==> src/rtl/point_frame_pkg.sv <==
// Shared constants, emit classification and default output bundle for point_frame_packer.
package point_frame_pkg;

    localparam int unsigned POINT_W_DEF          = 128;
    localparam int unsigned POINTS_PER_FRAME_DEF = 4;
    localparam int unsigned SEQ_W_DEF            = 16;
    localparam int unsigned FRAME_W_DEF          = POINT_W_DEF * POINTS_PER_FRAME_DEF;
    localparam int unsigned COUNT_W_DEF          = $clog2(POINTS_PER_FRAME_DEF + 1);

    typedef enum logic [1:0] {
        EMIT_NONE,
        EMIT_FULL,
        EMIT_PARTIAL
    } emit_kind_e;

    typedef struct packed {
        logic [FRAME_W_DEF-1:0] frame;
        logic [COUNT_W_DEF-1:0] count;
        logic [SEQ_W_DEF-1:0]   seq;
    } frame_bundle_t;

endpackage

==> src/rtl/frame_out_reg.sv <==
// Single-entry valid/ready holding register for one frame bundle.
module frame_out_reg
    import point_frame_pkg::*;
#(
    parameter type bundle_t = frame_bundle_t
) (
    input  logic    clk,
    input  logic    reset,
    input  logic    load,
    input  bundle_t load_data,
    input  logic    out_ready,
    output bundle_t out_data,
    output logic    out_valid,
    output logic    slot_free
);

    assign slot_free = !out_valid || out_ready;

    always_ff @(posedge clk) begin
        if (reset) begin
            out_valid <= 1'b0;
            out_data  <= '0;
        end else if (load) begin
            out_valid <= 1'b1;
            out_data  <= load_data;
        end else if (out_ready) begin
            out_valid <= 1'b0;
        end
    end

endmodule

==> src/rtl/point_frame_packer.sv <==
// Packs POINTS_PER_FRAME points into a frame word, newest point in the MSB slot.
// Define POINT_FRAME_PACKER_FLUSH_EN to enable partial-frame flush on the flush port.
module point_frame_packer
    import point_frame_pkg::*;
#(
    parameter int unsigned POINT_W          = POINT_W_DEF,
    parameter int unsigned POINTS_PER_FRAME = POINTS_PER_FRAME_DEF,
    parameter int unsigned SEQ_W            = SEQ_W_DEF
) (
    input  logic                                  clk,
    input  logic                                  reset,
    input  logic [POINT_W-1:0]                    in_point,
    input  logic                                  in_valid,
    output logic                                  in_ready,
    input  logic                                  flush,
    output logic [POINT_W*POINTS_PER_FRAME-1:0]   out_frame,
    output logic [$clog2(POINTS_PER_FRAME+1)-1:0] out_count,
    output logic [SEQ_W-1:0]                      out_seq,
    output logic                                  out_valid,
    input  logic                                  out_ready
);

    localparam int unsigned FRAME_W = POINT_W * POINTS_PER_FRAME;
    localparam int unsigned CNT_W   = $clog2(POINTS_PER_FRAME + 1);
    localparam logic [CNT_W-1:0] LAST = CNT_W'(POINTS_PER_FRAME - 1);
    localparam logic [CNT_W-1:0] FULL = CNT_W'(POINTS_PER_FRAME);

    typedef struct packed {
        logic [FRAME_W-1:0] frame;
        logic [CNT_W-1:0]   count;
        logic [SEQ_W-1:0]   seq;
    } out_bundle_t;

    logic [FRAME_W-1:0] acc;
    logic [FRAME_W-1:0] shifted;
    logic [CNT_W-1:0]   cnt;
    logic [SEQ_W-1:0]   seq;
    logic               accept;
    logic               slot_free;
    emit_kind_e         kind;
    out_bundle_t        load_data;
    out_bundle_t        held;

    assign in_ready = !reset && (cnt != LAST || slot_free);
    assign accept   = in_valid && in_ready;
    assign shifted  = {in_point, acc[FRAME_W-1:POINT_W]};

`ifdef POINT_FRAME_PACKER_FLUSH_EN
    logic             flush_pend;
    logic [CNT_W-1:0] fill;

    assign fill = cnt + CNT_W'(accept);

    // A fresh pulse always re-arms; otherwise pend drops once serviced or found empty.
    always_ff @(posedge clk) begin
        if (reset) begin
            flush_pend <= 1'b0;
        end else begin
            flush_pend <= flush || (flush_pend && kind == EMIT_NONE && fill != '0);
        end
    end

    always_comb begin
        kind = EMIT_NONE;
        if (accept && cnt == LAST) begin
            kind = EMIT_FULL;
        end else if (flush_pend && fill != '0 && slot_free) begin
            kind = EMIT_PARTIAL;
        end
    end

    always_comb begin
        load_data       = '0;
        load_data.frame = accept ? shifted : acc;
        load_data.count = (kind == EMIT_FULL) ? FULL : fill;
        load_data.seq   = seq;
    end
`else
    logic unused_flush;
    logic unused_acc_lsb;

    assign unused_flush   = flush;
    assign unused_acc_lsb = ^acc[POINT_W-1:0];

    always_comb begin
        kind = EMIT_NONE;
        if (accept && cnt == LAST) begin
            kind = EMIT_FULL;
        end
    end

    always_comb begin
        load_data       = '0;
        load_data.frame = shifted;
        load_data.count = FULL;
        load_data.seq   = seq;
    end
`endif

    always_ff @(posedge clk) begin
        if (reset) begin
            acc <= '0;
            cnt <= '0;
            seq <= '0;
        end else if (kind != EMIT_NONE) begin
            acc <= '0;
            cnt <= '0;
            seq <= seq + SEQ_W'(1);
        end else if (accept) begin
            acc <= shifted;
            cnt <= cnt + CNT_W'(1);
        end
    end

    frame_out_reg #(
        .bundle_t(out_bundle_t)
    ) u_out (
        .clk       (clk),
        .reset     (reset),
        .load      (kind != EMIT_NONE),
        .load_data (load_data),
        .out_ready (out_ready),
        .out_data  (held),
        .out_valid (out_valid),
        .slot_free (slot_free)
    );

    assign out_frame = held.frame;
    assign out_count = held.count;
    assign out_seq   = held.seq;

endmodule
==> config.mk <==
export PLATFORM = sky130hd
export DESIGN_NAME = point_frame_packer
export DESIGN_NICKNAME = d
export VERILOG_FILES = /design/src/rtl/point_frame_pkg.sv /design/src/rtl/frame_out_reg.sv /design/src/rtl/point_frame_packer.sv
export SDC_FILE = /design/constraint.sdc
export NUM_CORES = 2
export LEC_CHECK = 0
export CAP_MARGIN = 20
export CELL_PAD_IN_SITES_DETAIL_PLACEMENT = 0
export CELL_PAD_IN_SITES_GLOBAL_PLACEMENT = 1
export CORE_AREA = 3 3 260 262
export CTS_CLUSTER_DIAMETER = 60
export DETAILED_ROUTE_END_ITERATION = 10
export DIE_AREA = 0 0 263 265
export DONT_BUFFER_PORTS = 1
export PLACE_DENSITY_LB_ADDON = 0.1
export SYNTH_ARGS = -nofsm -noshare
export SYNTH_HDL_FRONTEND = slang
export SYNTH_SLANG_ARGS = --single-unit
==> constraint.sdc <==
create_clock -name clk -period 3.9 [get_ports clk]
set_clock_uncertainty 0.05 [all_clocks]
set_input_delay 0.585 -clock clk [delete_from_list [all_inputs] [get_ports clk]]
set_output_delay 0.585 -clock clk [all_outputs]
set_load 0.01 [all_outputs]
# Word-level counts from Yosys, hierarchy flattened
# Index checks and enable logic that the tools add are counted.
word_totals:
  regBits: 1061
  latchBits: 0
  mem_bits_rw: 0
  romBits: 0
  in_bits: 133
  word_cells: 24
  memories: 0
classes:
  addsub: 2
  multipliers: 0
  n_div: 0
  order_cmp: 0
  eq_ne: 2
  n_shift: 0
  mux: 3
  n_bitwise: 0
  reduce_logical: 10
op_table:
  columns: ["cell", "n"]
  rows:
  - ["16-bit by 1-bit adder with 16-bit output, second input constant", 1]
  - ["2-bit nonzero test", 2]
  - ["3-bit by 1-bit adder with 3-bit output, second input constant", 1]
  - ["3-bit by 2-bit equality test with 1-bit output, second input constant", 1]
  - ["1-bit logical AND", 3]
  - ["1-bit two-way mux", 3]
  - ["3-bit by 2-bit != test with 1-bit output, second input constant", 1]
  - ["1-bit logical NOT", 2]
  - ["1-bit logical OR", 2]
  - ["2-bit OR reduction", 1]

# Longest topological paths before layout
depth:
  depth_word: 9
  ltp_mapped: 8
  depth_no_buf: 6

# Cells and area by module
# A second synthesis with hierarchy kept.
hier_totals:
  cells_unflattened: 3484
  area_unflattened_um2: 32845.3
modules_own_cells:
  columns: ["module", "instances", "cells_per_inst", "area_per_inst_um2"]
  rows:
  - ["frame_out_reg", 1, 1715, 18906.9]
  - ["point_frame_packer", 1, 1769, 13938.4]

# Least setup slack after synthesis
# No wires, ideal clock.
synth_path:
  path_type: "input port to output port"
  from: "in reset"
  to: "out in_ready"
  t_arrival_ns: 1.497
  t_required_ns: 3.265
  slack_ns: 1.768
  stages: 4
  cell_sequence: "clkbuf_1 -> clkbuf_1 -> clkbuf_1 -> a21oi_1"
synth_via:
  elab_chain_cells: 2
synth_rtl:
  columns: ["element", "line", "text"]
  rows:
  - ["from (decl)", "point_frame_packer.sv:11", "input logic reset,"]
  - ["1-bit logical NOT", "point_frame_packer.sv:44", "assign in_ready = !reset && (cnt != LAST || slot_free);"]
  - ["1-bit logical AND", "point_frame_packer.sv:44", null]
  - ["to (decl)", "point_frame_packer.sv:14", "output logic in_ready,"]
# No other way between the ends.

# Final worst setup path
layout_path:
  from: "reg u_out.out_valid"
  to: "out in_ready"
layout_via:
  elab_chain_cells: 4
layout_rtl:
  columns: ["element", "line", "text"]
  rows:
  - ["from (decl)", "frame_out_reg.sv:13", "output logic out_valid,"]
  - ["from (signal assigned)", "frame_out_reg.sv:21", "out_valid <= 1'b0;"]
  - ["from (signal assigned)", "frame_out_reg.sv:24", "out_valid <= 1'b1;"]
  - ["from (signal assigned)", "frame_out_reg.sv:27", "out_valid <= 1'b0;"]
  - ["1-bit logical NOT", "frame_out_reg.sv:17", "assign slot_free = !out_valid || out_ready;"]
  - ["1-bit logical OR", "frame_out_reg.sv:17", null]
  - ["1-bit logical OR", "point_frame_packer.sv:44", null]
  - ["1-bit logical AND", "point_frame_packer.sv:44", null]
# No other way between the ends.

==> results_dict.tcl <==
set metrics [dict create \
    gp_congestion 0.820 \
    dieArea_mm2 0.0697 \
    nNetsFinal 4095 \
    synth-compound-area-share_pct 14.8 \
    synth-edff-count 0 \
    cts_tree "done" \
    rr_endpoint "acc[373]" \
    instances_no_fill 4898 \
    grt_pass1_wl_um 141000 \
    rsz0062_at_grt "no" \
    fin_ws_ns 1.02 \
    cts_hold_buffers 75 \
    drt-pass1-iter-count 8 \
    avgSynthCellArea_um2 7.83 \
    grt_pass1_vias 23920 \
    fin_crit_sh_pct 73.8 \
    synth_top_area_share_pct 58.6 \
    numCtsBuffers 95 \
    routed_wl_um 92300 \
    synth_area_leader_cell "dfxtp_1" \
    dpl.hpwl_um 57100 \
    seq_area_frac_synth_pct 58.6 \
    worstPathArrival_ns 2.25 \
    hold_start "in_point[80]" \
    hold_viol 0 \
    track_usage_pct 25.1 \
    async_flop_share_pct 0 \
    vias_per_cell 5.31 \
    intPower_w 0.0154 \
    leakagePower_nw 11.8 \
    drive_gt1_share_pct 4.64 \
    finalMaxSlewViolations 0 \
    ant_nets 0 \
    synth_cells 4068 \
    synth_area_mm2 0.0319 \
    io_pins 666 \
    p_total_w 0.0195 \
    endpoint_kind "output port" \
    placedCellCount 4650 \
    rr_startpoint "u_out.out_valid" \
    rows 94 \
    hold_end "u_out.out_data[483]" \
    grt_overflow_total 0 \
    clock_power_share_pct 47.6 \
    slew_headroom_pct 26.3 \
    crit_path_start_kind "flip-flop" \
    io_buffers 0 \
    antenna_cells 0 \
    regArea_mm2 0.0187 \
    clk_latency_ns 0.63 \
    clk_pin_slew_ns 0.06 \
    vias 26024 \
    core_area_mm2 0.0656 \
    num-fill-cells 6218 \
    power.density_mw_per_mm2 538 \
    cts.path.max_buffers 3 \
    dp_slack_ns 1.06 \
    multi_input_area_mm2 0.0120 \
    power.share.switching_pct 21.1 \
    synth_simple_gate_area_share_pct 22.3 \
    worstPathMaxFanout 9 \
    post-cts-setup-buffers 0 \
    outcome "complete, no violations" \
    min_path_type "in2reg" \
    synthFlopType "dfxtp_1" \
    p_sw_w 0.00410 \
    tns_ns 0 \
    reg2reg_slack_ns 1.08 \
    drc 0 \
    critPathKind "reg2out" \
    antenna_found_initial 0 \
    drt_iter0_markers 2022 \
    ys_ff_latch 933 \
    dieHeight_um 265 \
    worstRegToRegCells 5 \
    ir_worst_vdd_v 0.000344 \
    finalSetupViolCount 0 \
    fmax_ghz 0.347 \
    p_comb_share_pct 2.5 \
    max_slew.worst_pin.slew_ns 1.11 \
    maxCapViolCount 0 \
    synthDistinctLibCells 38 \
    root_buffer "clkbuf_16" \
    wl_per_cell_um 18.8 \
    grt_start_max_net_pins 396 \
    whs_path_depth 2 \
    cp_slowest_stage_delay_ns 0.78 \
    synthMuxAreaShare_pct 0.0667 \
    floorplan.initialDensity_pct 48.6 \
    worstPathRequired_ns 3.26 \
    worst_path_max_delay_cell "nor2b_1" \
    cts_sinks 933 \
    yosys_warnings 0 \
    pwr-share-seq_pct 49.9 \
    dieWidth_um 263 \
    ctsResizeCount 0 \
    synth.area.top_cells "dfxtp_1, nand2_1, a21oi_1" \
    synthAdderAreaFrac_pct 0.118 \
    synthToLayoutAreaGrowth_pct 13.5 \
    cp_cell_sequence "nor2b_1, a21oi_1" \
    synth_xor_area_share_pct 0.165 \
    fin_crit_ns 2.88 \
    synth_top_family_by_area "simple AND/OR/NAND/NOR gates" \
    htree_levels 3 \
]
## through the flow
step	instance area, um^2	util [%]	hold slack, ns
after floorplan	31900	-	0.382
after global placement	32200	49.0	0.386
after detailed placement	32200	49.0	0.393
after CTS	36200	55.1	0.0000447
after global routing	36200	55.1	0.0146
final	36200	55.1	0.0361
## how the worst max path moves through the flow
stage	to	startpoint	slack, ns
CTS	in_ready	u_out.out_valid	0.95
global route	acc[362]	u_out.out_valid	0.85
global placement	acc[368]	out_ready	1.10
floorplan	in_ready	reset	1.77
detailed placement	acc[494]	out_ready	1.06
finish	in_ready	u_out.out_valid	1.02
## state kept, by name, summed over array words and instances (netlist names)
register and flops:
u_out.out_valid 1, cnt 3, seq 16, u_out.out_data 529, acc 384
## cells by family (layout without fill, tap and decap cells)
| kind of cell | count (synthesis) | after routing |
|---|---|---|
| other cells | 1 | 2 |
| simple gates | 1873 | 1873 |
| xor+xnor | 6 | 6 |
| flops | 933 | 933 |
| fa+ha+maj | 3 | 3 |
| buf+inv | 315 | 280 |
| mux | 2 | 2 |
| compound gates | 935 | 935 |
## power by group through the flow
stage	combinational (W)	clock (W)	sequential (W)
floorplan	0.000362	0	0.00989
global placement	0.000386	0	0.00991
detailed placement	0.000391	0	0.00991
CTS	0.000491	0.00947	0.00970
global route	0.000539	0.00989	0.00971
finish	0.000489	0.00927	0.00970
## layout by cell type, fill, tap and decap left out, types with 4 or more instances in the layout
master / count
clkbuf_16: 96
dfxtp_1: 933
buf_4: 12
buf_12: 16
clkinv_2: 13
inv_1: 4
bufinv_16: 8
xnor2_1: 5
clkbuf_8: 28
nor2_1: 12
nand2_1: 1831
a21oi_1: 923
dlygate4sd3_1: 75
clkbuf_1: 23
nand3_1: 5
## layout make-up
| class | count | area share, % |
|---|---|---|
| multi-input cells | 2821 | 33.1 |
| repair buffers | 104 | 3.29 |
| inverters | 4 | 0.0415 |
| flip-flops and latches | 933 | 51.6 |
| well taps | 864 | 2.99 |
| clock buffers | 147 | 7.95 |
| clock inverters | 25 | 0.962 |
## worst max-delay path, delay by kind of cell (launching register included)
kind | cells | cell delay, ns
compound gates | 1 | 0.37
flops | 1 | 0.47
simple gates | 1 | 0.78
## Yosys cell counts (2+ instances only)
| library cell | number |
|---|---|
| a211oi_1 | 2 |
| a21oi_1 | 923 |
| buf_1 | 23 |
| buf_2 | 40 |
| buf_4 | 2 |
| buf_6 | 2 |
| clkbuf_1 | 244 |
| dfxtp_1 | 933 |
| ha_1 | 3 |
| inv_1 | 4 |
| nand2_1 | 1831 |
| nand2b_1 | 4 |
| nand3_1 | 6 |
| nand3b_1 | 2 |
| nand4_1 | 2 |
| nor2_1 | 13 |
| nor2b_1 | 2 |
| nor3_1 | 2 |
| o21ai_0 | 3 |
| o31ai_1 | 2 |
| or3_1 | 3 |
| or4_1 | 2 |
| xnor2_1 | 5 |
## metal layers
metal / routed length [um] / part of all wire [%] / global-route usage, %
met1: 37500 / 41 / 31.2
met2: 42900 / 47 / 39.9
met3: 8400 / 9.1 / 8.77
met4: 3490 / 3.8 / 10.4
met5: 0 / 0 / 0
Note: power is estimated with default switching activity, not from simulation.
